--- src/rtl/fsm_pattern_transmitter.sv ---
// Serial bit-pattern generator: accepts a parallel word over a Load/Ready handshake
// and shifts it out one bit per clock on Dout, qualified by Dvalid, with Done on the last bit.
module fsm_pattern_transmitter #(
   parameter int WIDTH      = 8,
   parameter int GAP        = 1,
   parameter bit LSB_FIRST  = 1'b0,
   parameter bit IDLE_LEVEL = 1'b0
) (
   input  logic             Clock,
   input  logic             Reset,
   input  logic             Load,
   input  logic [WIDTH-1:0] Data,
   output logic             Ready,
   output logic             Dout,
   output logic             Dvalid,
   output logic             Done
);

   localparam int BW = $clog2(WIDTH);
   localparam int GW = (GAP > 0) ? $clog2(GAP + 1) : 1;

   typedef enum logic [1:0] {
      S_IDLE  = 2'd0,
      S_SHIFT = 2'd1,
      S_GAP   = 2'd2
   } state_t;

   state_t           state, state_n;
   logic [WIDTH-1:0] shreg, shreg_n;
   logic [BW-1:0]    bitcnt, bitcnt_n;
   logic [GW-1:0]    gapcnt, gapcnt_n;
   logic             dout_n, dvalid_n, done_n;

   // With GAP=0 the last-bit cycle also accepts the next frame, giving a seamless stream.
   assign Ready = (state == S_IDLE) ||
                  ((GAP == 0) && (state == S_SHIFT) && (bitcnt == '0));

   always_comb begin
      // NOTE: every signal driven here gets a default first, so no path can infer a latch.
      state_n  = state;
      shreg_n  = shreg;
      bitcnt_n = bitcnt;
      gapcnt_n = gapcnt;

      case (state)
         S_IDLE: begin
            if (Load) begin
               state_n  = S_SHIFT;
               shreg_n  = Data;
               bitcnt_n = BW'(WIDTH - 1);
            end
         end
         S_SHIFT: begin
            if (bitcnt != '0) begin
               shreg_n  = LSB_FIRST ? {1'b0, shreg[WIDTH-1:1]} : {shreg[WIDTH-2:0], 1'b0};
               bitcnt_n = bitcnt - BW'(1);
            end else if (GAP > 0) begin
               state_n  = S_GAP;
               gapcnt_n = GW'(GAP - 1);
            end else if (Load) begin
               shreg_n  = Data;
               bitcnt_n = BW'(WIDTH - 1);
            end else begin
               state_n  = S_IDLE;
            end
         end
         S_GAP: begin
            if (gapcnt == '0) state_n = S_IDLE;
            else              gapcnt_n = gapcnt - GW'(1);
         end
         default: begin
            state_n  = S_IDLE;
            bitcnt_n = '0;
            gapcnt_n = '0;
         end
      endcase

      // Outputs are computed from next state so Dout/Dvalid/Done come straight off flops.
      dvalid_n = (state_n == S_SHIFT);
      dout_n   = dvalid_n ? (LSB_FIRST ? shreg_n[0] : shreg_n[WIDTH-1]) : IDLE_LEVEL;
      done_n   = dvalid_n && (bitcnt_n == '0);
   end

   // NOTE: sequential state uses non-blocking assignments so all flops update from pre-edge values.
   always_ff @(posedge Clock) begin
      if (!Reset) begin
         state  <= S_IDLE;
         // NOTE: the shift register is cleared too; it costs little and keeps Dout free of X after reset.
         shreg  <= '0;
         bitcnt <= '0;
         gapcnt <= '0;
         Dout   <= IDLE_LEVEL;
         Dvalid <= 1'b0;
         Done   <= 1'b0;
      end else begin
         state  <= state_n;
         shreg  <= shreg_n;
         bitcnt <= bitcnt_n;
         gapcnt <= gapcnt_n;
         Dout   <= dout_n;
         Dvalid <= dvalid_n;
         Done   <= done_n;
      end
   end

endmodule

--- config.mk ---
export PLATFORM = sky130hd
export DESIGN_NAME = fsm_pattern_transmitter
export DESIGN_NICKNAME = d
export VERILOG_FILES = /design/src/rtl/fsm_pattern_transmitter.sv
export SDC_FILE = /design/constraint.sdc
export NUM_CORES = 1
export LEC_CHECK = 0
export CAP_MARGIN = 20
export CORE_MARGIN = 1
export CORE_UTILIZATION = 51
export DETAILED_ROUTE_END_ITERATION = 12
export PLACE_DENSITY = 0.79
export SYNTH_ARGS = -nofsm -noshare
export SYNTH_HDL_FRONTEND = slang
export SYNTH_SLANG_ARGS = --single-unit
--- constraint.sdc ---
create_clock -name Clock -period 4.2 [get_ports Clock]
set_clock_uncertainty 0.05 [all_clocks]
set_input_delay 0.84 -clock Clock [delete_from_list [all_inputs] [get_ports Clock]]
set_output_delay 0.84 -clock Clock [all_outputs]
set_load 0.02 [all_outputs]
==> results.md <==
* Worst-Skew Late Latency at between 200 and 300 ps
* Drt pass-1 iters at 4
* Total CTS buffers at 3
* Total setup buffers inserted after CTS at 0
* Clock sinks at 15
* Gpl congestion at ~0.7
* IO Pins at 15
* Measured slew at the worst slew-check pin at between 500 and 600 ps
* Ys async rst share at 0%
* Static leakage at between 0.3 and 0.4 nW
* CP startpoint: state[0]$_SDFF_PN0_
* CTS resizes at 0
* Worst setup margin at around 1800 ps
* CTS max path bufs at 2
* Area growth syn-to-layout at 23.0%
* Hold crit path type: flip-flop to flip-flop
* Clock root buffer: clkbuf_4
* Yosys reg bits at 15
* GRT Resource Usage Total at about a fifth
* Die area at around 1500 um2
* Ys Warns at 0
* First-pass GRT wire length at 2.05 mm
* Die Y at ~39 um
* Final period util at between 50% and 60%
* Number of global-route vias before repair at 487
* RSZ-0062 raised after global routing: no
* Avg WL per Cell at 12.2 um
* HPWL after DPL at approximately 880 um
* Core area at roughly 1200 um2
* Top cell type's share of synthesized area at 42.9%
* H-tree Lvls at 1
* # Max-Cap Violations at 0
* Fin cells at 104
* Clock transition at path regs at approximately 100 ps
* Post-synthesis cell area at between 700 and 800 um2
* Routed vias/inst at ~5.6
* Layout net count at 104
* Minimum clock period at approximately 2400 ps
* Area post-placement at 835 um2
* Port bufs at 14
* Part of the Yosys area used for sequential elements at between 40% and 50%
* Starting Density at between 50% and 60%
* Layout cells sized above 1 at between 10% and 20%
* Residual DRC at 0
* Worst-path fanout max at 12
* Row cnt at 12
* Req. time, crit path at 3310 ps
* Initial antenna violation count at 0
* Max IR drop VDD at 0.000285 V
* Most used DFF post-synth: dfxtp_1
* Reg-to-Reg Start: bitcnt[0]$_SDFF_PN0_
* Rel. slew slack at 62.7%
* Post-route cell area at roughly 860 um2
* Die width at 39.1 um
* CP Launch Type: flip-flop
* Starting DRT DRC Count at 19
* Commonest non-fill, non-tap cell in the layout: dfxtp_1
* Most frequent cells in the layout: 15 x dfxtp_1, 14 x clkdlybuf4s50_1, 8 x a22oi_1, 8 x a21oi_1
* WL final at 1.27 mm
* Worst slack, placed at approximately 1700 ps
* Top post-synthesis cells by area: dfxtp_1 43%, a22oi_1 8.6%, a21oi_1 5.7%
* Cell count after synthesis at 76
* CTS Hold Bufs at 0
* Critical path arrival at roughly 1500 ps
* Total Neg Setup Slack at 0 ps
* Maximum clock frequency at about 410 MHz
* Remaining antenna violation count at 0
* Largest net degree at the start of global routing at 13
* Critical path type: flip-flop to output pin
* Count of final hold-check violations at 0
* Final slew viol count at 0
* Via Count at 582
* Hold path start: shreg[2]$_SDFFE_PN0P_
* Synthesized net count at 89
* CP Capture Type: output pin
* Synth area leader: dfxtp_1
* CTS tree: yes
* Inserted Diodes at 0
* Post-synth cell types at 24
* Outcome: complete, no violations
* Final setup vio count at 0
* Gr ovfl total at 0
* Placed cells at 100
* Post-synth EDFFs at 0
* Post-synthesis average cell area at 9.22 um2
* PD cells at 408 nW/um2
cell type report:
class | instances | area, um2
fillers | 106 | 324
multi-input cells | 52 | 358
well taps | 14 | 17.5
flip-flops and latches | 15 | 300
clock buffers | 3 | 22.5
repair buffers | 14 | 140
inverters | 5 | 18.8
clock inverters | 1 | 5.00
synthesized netlist by cell type, types with 2 or more instances:
master and number:
a21oi_1 8, a22oi_1 8, and2_1 4, clkbuf_1 2, dfxtp_1 15, ha_1 2
inv_1 4, mux2i_1 2, nand2_1 6, nor2_1 6, nor2b_1 4, o22ai_1 3
power breakdown:
part / switching (mW) / internal, mW
Combinational: 0.0496 / 0.0472
Sequential: 0.0140 / 0.157
Clock: 0.0481 / 0.0354
path summary, 6_finish.rpt:
path                                         endpoint  slack (ps)  cells after the start
worst min register to register  shreg[2]$_SDFFE_PN0P_         410                      2
worst max register to register        Done$_SDFF_PN0_        2520                      6
worst max-delay path                            Ready        1780                      2
worst min-delay path            shreg[2]$_SDFFE_PN0P_         410                      2
layer usage:
| layer | global-route usage [%] | part of all wire, % | wire length [um] |
|---|---|---|---|
| met1 | 25.5 | 49 | 627 |
| met3 | 5.20 | 5.5 | 70 |
| met2 | 32.5 | 44 | 553 |
| met4 | 10.3 | 1.5 | 19 |
| met5 | 0 | 0 | 0 |
registers in the layout (all words and copies together) (netlist names):
signal  cells
shreg       7
bitcnt      3
state       2
Done        1
Dout        1
Dvalid      1
logic make-up (layout without fill, tap and decap cells):
family | Yosys count | count (layout) | share of synthesized area (%)
flops | 15 | 15 | 42.9
fa+ha+maj | 2 | 2 | 3.57
compound gates | 21 | 21 | 22.1
buf+inv | 9 | 23 | 6.07
simple gates | 27 | 27 | 22.5
mux | 2 | 2 | 2.86
worst max-delay path, cell delays in order (launching register included):
cell and delay (ps):
dfxtp_1 610, nor2_1 90, clkdlybuf4s50_1 550
per-stage QoR:
step,util (%),power (mW),hold slack [ps]
floorplan,-,0.244,386
global placement,70.4,0.268,399
detailed placement,70.4,0.270,398
CTS,72.7,0.353,411
global route,72.7,0.373,435
finish,72.7,0.352,409
Power figures use the tool's default switching activity.
